**config.mk**
```make
export PLATFORM = sky130hd
export DESIGN_NAME = win_div_16_flat
export DESIGN_NICKNAME = d
export VERILOG_FILES = /design/src/rtl/win_div_16_if.sv /design/src/rtl/win_div_16.sv /design/src/flat_wrapper.sv
export SDC_FILE = /design/constraint.sdc
export NUM_CORES = 1
export LEC_CHECK = 0
export CORE_MARGIN = 1.5
export CORE_UTILIZATION = 40
export CTS_BUF_LIST = sky130_fd_sc_hd__clkbuf_2 sky130_fd_sc_hd__clkbuf_4 sky130_fd_sc_hd__clkbuf_8
export CTS_CLUSTER_DIAMETER = 80
export DETAILED_ROUTE_END_ITERATION = 12
export HOLD_SLACK_MARGIN = 0.1
export SLEW_MARGIN = 20
export SYNTH_ARGS = -nofsm -noshare
export SYNTH_HDL_FRONTEND = slang
export SYNTH_SLANG_ARGS = --single-unit
```
**constraint.sdc**
```tcl
create_clock -name clk -period 2.7 [get_ports clk]
set_clock_uncertainty 0.05 [all_clocks]
set_input_delay 0.81 -clock clk [delete_from_list [all_inputs] [get_ports clk]]
set_output_delay 0.81 -clock clk [all_outputs]
set_load 0.01 [all_outputs]
```
**src/rtl/win_div_16_if.sv**
```systemverilog
// Handshake and result bundle for the win_div_16 sequential divider.
// master drives the request side, slave is the divider.
interface win_div_16_if #(
  parameter int DVD_W = 16,
  parameter int DVS_W = 8
);
  logic             start;
  logic [DVD_W-1:0] div_a;     // two's complement dividend
  logic [DVS_W-1:0] div_b;     // sign-magnitude divisor
  logic             busy;
  logic             done;
  logic [DVS_W-1:0] quo;       // sign-magnitude, saturated
  logic [DVS_W-1:0] rem;       // sign-magnitude
  logic             ovf;
  logic             div_zero;

  modport master (
    output start, div_a, div_b,
    input  busy, done, quo, rem, ovf, div_zero
  );

  modport slave (
    input  start, div_a, div_b,
    output busy, done, quo, rem, ovf, div_zero
  );
endinterface

```
**src/rtl/win_div_16.sv**
```systemverilog
// Sequential signed divider: 16-bit two's-complement dividend by an 8-bit
// sign-magnitude divisor. Restoring radix-2, one quotient bit per cycle.
// The quotient and remainder come back in 8-bit sign-magnitude form.
// Flow: IDLE -> LOAD -> ITER x16 -> FIX -> DONE -> IDLE, which gives 19 cycles
// from start to done.
module win_div_16 #(
  parameter int DVD_W  = 16,
  parameter int DVS_W  = 8,
  parameter int ITER_N = 16
) (
  input logic         clk,
  input logic         rst_n,
  win_div_16_if.slave bus
);

  localparam int CNT_W = $clog2(ITER_N);
  localparam int MAG_W = DVS_W - 1;   // sign-magnitude magnitude width

  typedef enum logic [2:0] {
    S_IDLE,
    S_LOAD,
    S_ITER,
    S_FIX,
    S_DONE
  } state_t;

  state_t state, state_nx;

  // Captured request.
  logic [DVD_W-1:0] a_cap;
  logic [DVS_W-1:0] b_cap;

  // Working registers.
  logic [DVD_W-1:0] dvd_sh;    // |dividend|, shifted out MSB first
  logic [MAG_W-1:0] mag_b;
  logic             sign_q;
  logic             sign_r;
  logic [MAG_W-1:0] prem;      // partial remainder
  logic [DVD_W-1:0] q_acc;     // full-width quotient magnitude
  logic [CNT_W-1:0] cnt;

  // Iteration datapath.
  logic [MAG_W:0]   trial;
  logic             take;
  logic [MAG_W-1:0] diff;
  logic             last_iter;

  // Result shaping.
  logic             q_big;
  logic [MAG_W-1:0] q_mag;
  logic             b_zero;
  logic [DVD_W-1:0] a_abs;

  // The partial remainder is held to MAG_W bits. For a nonzero divisor it is
  // always less than mag_b, which is at most 127. After the shift, the trial
  // value is one bit wider. That is the 9-bit shift-and-compare restricted to
  // the bits that can be nonzero. A successful subtract always leaves a
  // result below mag_b, so a MAG_W-bit modular difference is exact. When the
  // divisor is zero the working value is meaningless, because FIX overrides
  // it.
  assign trial     = {prem, dvd_sh[DVD_W-1]};
  assign take      = (trial >= {1'b0, mag_b});
  assign diff      = trial[MAG_W-1:0] - mag_b;
  assign last_iter = (cnt == CNT_W'(ITER_N - 1));

  // Any quotient bit at or above 2^MAG_W means the magnitude does not fit.
  assign q_big  = |q_acc[DVD_W-1:MAG_W];
  assign q_mag  = q_big ? {MAG_W{1'b1}} : q_acc[MAG_W-1:0];
  assign b_zero = (mag_b == '0);

  // Absolute value of the dividend. 0x8000 maps to 0x8000, which is 32768
  // when read as unsigned.
  assign a_abs = a_cap[DVD_W-1] ? (~a_cap + DVD_W'(1)) : a_cap;

  // State register.
  always_ff @(posedge clk) begin
    if (!rst_n) state <= S_IDLE;
    else        state <= state_nx;
  end

  // Next-state logic. start is honoured only in IDLE.
  always_comb begin
    state_nx = state;
    case (state)
      S_IDLE:  if (bus.start) state_nx = S_LOAD;
      S_LOAD:  state_nx = S_ITER;
      S_ITER:  if (last_iter) state_nx = S_FIX;
      S_FIX:   state_nx = S_DONE;
      S_DONE:  state_nx = S_IDLE;
      default: state_nx = S_IDLE;
    endcase
  end

  // Status outputs, decoded from the state.
  always_comb begin
    bus.busy = 1'b0;
    bus.done = 1'b0;
    case (state)
      S_LOAD, S_ITER, S_FIX: bus.busy = 1'b1;
      S_DONE:                bus.done = 1'b1;
      default: ;
    endcase
  end

  // Datapath: capture the request, set up the magnitudes and signs, iterate,
  // then register the finished results.
  always_ff @(posedge clk) begin
    if (!rst_n) begin
      a_cap        <= '0;
      b_cap        <= '0;
      dvd_sh       <= '0;
      mag_b        <= '0;
      sign_q       <= 1'b0;
      sign_r       <= 1'b0;
      prem         <= '0;
      q_acc        <= '0;
      cnt          <= '0;
      bus.quo      <= '0;
      bus.rem      <= '0;
      bus.ovf      <= 1'b0;
      bus.div_zero <= 1'b0;
    end else begin
      case (state)
        S_IDLE: begin
          if (bus.start) begin
            a_cap <= bus.div_a;
            b_cap <= bus.div_b;
          end
        end
        S_LOAD: begin
          dvd_sh <= a_abs;
          mag_b  <= b_cap[MAG_W-1:0];
          sign_q <= a_cap[DVD_W-1] ^ b_cap[DVS_W-1];
          sign_r <= a_cap[DVD_W-1];
          prem   <= '0;
          q_acc  <= '0;
          cnt    <= '0;
        end
        S_ITER: begin
          dvd_sh <= {dvd_sh[DVD_W-2:0], 1'b0};
          q_acc  <= {q_acc[DVD_W-2:0], take};
          prem   <= take ? diff : trial[MAG_W-1:0];
          cnt    <= cnt + CNT_W'(1);   // wraps to 0 on the last pass
        end
        S_FIX: begin
          if (b_zero) begin
            bus.quo      <= {sign_q, {MAG_W{1'b1}}};
            bus.rem      <= '0;
            bus.ovf      <= 1'b0;
            bus.div_zero <= 1'b1;
          end else begin
            // Zero magnitudes never carry a sign bit.
            bus.quo      <= {sign_q & (|q_mag), q_mag};
            bus.rem      <= {sign_r & (|prem), prem};
            bus.ovf      <= q_big;
            bus.div_zero <= 1'b0;
          end
        end
        default: ;
      endcase
    end
  end

endmodule

```
**src/flat_wrapper.sv**
```systemverilog
// flat-port wrapper written by rule: the top's interface ports become plain ports
module win_div_16_flat 
#(
  parameter int DVD_W  = 16,
  parameter int DVS_W  = 8,
  parameter int ITER_N = 16
)
  (clk, rst_n, bus_start, bus_div_a, bus_div_b, bus_busy, bus_done, bus_quo, bus_rem, bus_ovf, bus_div_zero);
  win_div_16_if #(.DVD_W(DVD_W), .DVS_W(DVS_W)) bus_i ();
  input logic clk;
  input logic rst_n;
  input wire logic [$bits(bus_i.start)-1:0] bus_start;
  input wire logic [$bits(bus_i.div_a)-1:0] bus_div_a;
  input wire logic [$bits(bus_i.div_b)-1:0] bus_div_b;
  output wire logic [$bits(bus_i.busy)-1:0] bus_busy;
  output wire logic [$bits(bus_i.done)-1:0] bus_done;
  output wire logic [$bits(bus_i.quo)-1:0] bus_quo;
  output wire logic [$bits(bus_i.rem)-1:0] bus_rem;
  output wire logic [$bits(bus_i.ovf)-1:0] bus_ovf;
  output wire logic [$bits(bus_i.div_zero)-1:0] bus_div_zero;
  assign bus_i.start = bus_start;
  assign bus_i.div_a = bus_div_a;
  assign bus_i.div_b = bus_div_b;
  assign bus_busy = bus_i.busy;
  assign bus_done = bus_i.done;
  assign bus_quo = bus_i.quo;
  assign bus_rem = bus_i.rem;
  assign bus_ovf = bus_i.ovf;
  assign bus_div_zero = bus_i.div_zero;
  win_div_16 #(.DVD_W(DVD_W), .DVS_W(DVS_W), .ITER_N(ITER_N)) u_core (.clk(clk), .rst_n(rst_n), .bus(bus_i));
endmodule
```
==> run_results.csv <==
group,metric,value,unit
die,core_area,10320,sq um
timing,min_period,2.532,ns
clocking,cts_sinks,97,
critical_path,path_cells,"nor2_1 > nor2_1 > clkdlybuf4s50_1",
pwr,total_power,2.830,mW
pwr,leakage,1.807,nW
placed_design,place_area,4883,sq um
critical_path,cp_common_cell,"nor2_1",
die,dieArea,11230,sq um
clocking,htreeDepth,3,
layout,fillers,1008,
synth,synth_area,4242,sq um
layout,final_cell_area,5079,sq um
hold_path,min_path_type,"register to register",
clocking,post-cts-setup-buffers,0,
timing,max_slew.worst_pin.slew,0.6406,ns
critical_path,max_stage_delay,0.57,ns
synth,synth_edf_count,0,
route,drt_wl_total,8827,um
route,drc,0,
critical_path,cp.arrival,1.67,ns
placed_design,dp_hpwl,6385,um
route,vias,3605,
layout,most-common-layout-cells,"dfxtp_1, nand2_1, a21oi_1",
clocking,cts.repair.resized,0,
pwr,p_per_area,557.2,nW/um^2
critical_path,reg2reg_to,"u_core.prem[1]",
synth,yosysWarnings,0,
clocking,cts_tree,"yes",
die,die_h,106.0,um
critical_path,reg2reg_depth,8,
global_routing,grt_overflow,0,
synth,syn_inst,506,
synth,yosysTopAreaCell,"dfxtp_1",
timing,fmax,394.9,MHz
global_routing,grt_max_degree,54,
timing,setup_viol,0,
global_routing,grt_pass1_wl,15240,um
global_routing,grt_pass1_vias,3318,
route,firstDrtPassIters,4,
clocking,ctsHoldBuffers,0,
critical_path,cp_max_fo,14,
synth,netlist.area_leader.share,45.78,%
critical_path,cp_slowest_cell,"dfxtp_1",
critical_path,crit_buf_inv,1,
clocking,insertion_delay,0.36,ns
critical_path,worst-path-stages,3,
critical_path,critical_path_required,1.84,ns
synth,synth_flop_cell,"dfxtp_1",
synth,ys_seq_area_share,45.78,%
synth,syn-num-nets,543,
critical_path,r2r_start,"u_core.dvd_sh[15]",
critical_path,endpoint_kind,"output pin",
route,post_drt_wl_per_cell,12.90,um
critical_path,startpoint_type,"register",
critical_path,path_class,"register to output pin",
synth,syn_avg_cell_area,8.383,sq um
timing,finalHoldViolCount,0,
timing,fin_crit_sh,93.78,%
placed_design,port-buffer-count,46,
timing,maxSlewViolCount,0,
hold_path,min_from,"u_core.b_cap[1]",
synth,async_flop_share,0,%
pwr,ir_worst_vdd,240.5,uV
die,ioPinCount,47,
layout,area_growth,19.73,%
layout,insertedDiodeCount,0,
die,die_w,106.0,um
synth,ys_types,50,
placed_design,routabilityCongestion,0.8551,
critical_path,startpoint,"u_core.state[1]",
timing,setup_tns,0,ns
flow_run,cap_violations,0,
critical_path,critPathCapture,"bus_busy",
synth,synthTopCellsByArea,"dfxtp_1, nand2_1, a22oi_1, a21oi_1, nor2_1",
layout,final_common_cell,"dfxtp_1",
clocking,cts.path.max_buffers,2,
timing,rsz0062_at_grt,"no",
critical_path,cp_top_family,"flip-flops",
global_routing,grtUsageTotal,16.46,%
status,status,"completed",
critical_path,r2r_slack,0.45,ns
clocking,cts_buffers,9,
global_routing,antenna_found_initial,0,
clocking,clkTransAtPathRegs,0.10,ns
timing,slew_headroom,57.24,%
die,rows,37,
route,vias_per_cell,5.270,
route,ant_nets,0,
synth,ys_ff_latch,97,
clocking,ctsRootBufferMaster,"clkbuf_8",
die,start_util,41.09,%
layout,drive_gt1_share,9.307,%
route,drtIter0Drc,182,
layout,final_nets,580,
## registers in the layout, summed over array words and instances (netlist names)
register,count
u_core.b_cap,8
u_core.bus.ovf,1
u_core.state,3
u_core.q_acc,16
u_core.bus.quo,8
u_core.sign_r,1
u_core.bus.rem,8
u_core.a_cap,16
u_core.cnt,4
u_core.prem,7
u_core.sign_q,1
u_core.mag_b,7
u_core.dvd_sh,16
u_core.bus.div_zero,1
## metal layers
| layer | track usage (%) | up-vias | share of wire [%] |
|---|---|---|---|
| met5 | 0 | - | 0 |
| met4 | 5.598 | 0 | 1.5 |
| met3 | 2.820 | 14 | 3.4 |
| met2 | 26.44 | 74 | 46 |
| met1 | 22.41 | 1659 | 49 |
| li1 | - | 1858 | - |
## report_power, final
part	switching [mW]	total [mW]	internal [mW]	leakage (nW)
Sequential	0.0478	1.52	1.48	0.786
Combinational	0.218	0.391	0.173	0.928
Clock	0.552	0.915	0.362	0.0931
Total	0.818	2.83	2.01	1.81
## cell families after synthesis
logic type	synth area share, %
compound gates	23.04
xor+xnor	3.304
fa+ha+maj	3.127
buf+inv	4.749
flops	45.78
mux	0.7080
simple gates	19.29
## worst min path at each step
stage                             to  depth (start not counted)
global route         u_core.mag_b[3]                          2
CTS                  u_core.mag_b[0]                          2
finish               u_core.mag_b[1]                          2
detailed placement   u_core.mag_b[0]                          2
floorplan           u_core.dvd_sh[2]                          2
global placement     u_core.mag_b[1]                          2
## worst min-delay path: stages (launching register included)
cell     delay (ns)
dfxtp_1        0.32
nand2_1        0.05
a21oi_1        0.05
## final cells by class
type	instances	area [sq um]	share of cell area, %
clock buffer	9	123.9	2.439
clock inverter	7	71.32	1.404
inverter	16	60.06	1.183
multi-input combinational	356	2111	41.56
sequential	97	1942	38.24
tap	136	170.2	3.351
timing repair buffer	63	600.6	11.83
## synthesized netlist by cell type (4+ instances only)
cell type,instances
a21oi_1,48
clkbuf_1,35
nand2_1,86
or3_1,7
nor2_1,47
a22oi_1,38
o221a_2,7
ha_1,9
o22ai_1,7
nor3_1,8
nand2b_1,7
o211ai_1,6
inv_1,15
xor2_1,7
nor4_1,4
o21ai_0,15
xnor2_1,9
dfxtp_1,97
## metrics by stage
step	setup slack [ns]	utilization, %	instances	hold slack (ns)
after floorplan	0.5869	-	506	0.3817
after global placement	0.4610	47.30	668	0.3883
after detailed placement	0.4436	47.30	668	0.3951
after CTS	0.1284	49.19	684	0.4106
after global routing	0.03062	49.19	684	0.4282
final	0.1680	49.19	684	0.4071
Note: power is estimated with default switching activity, not from simulation.
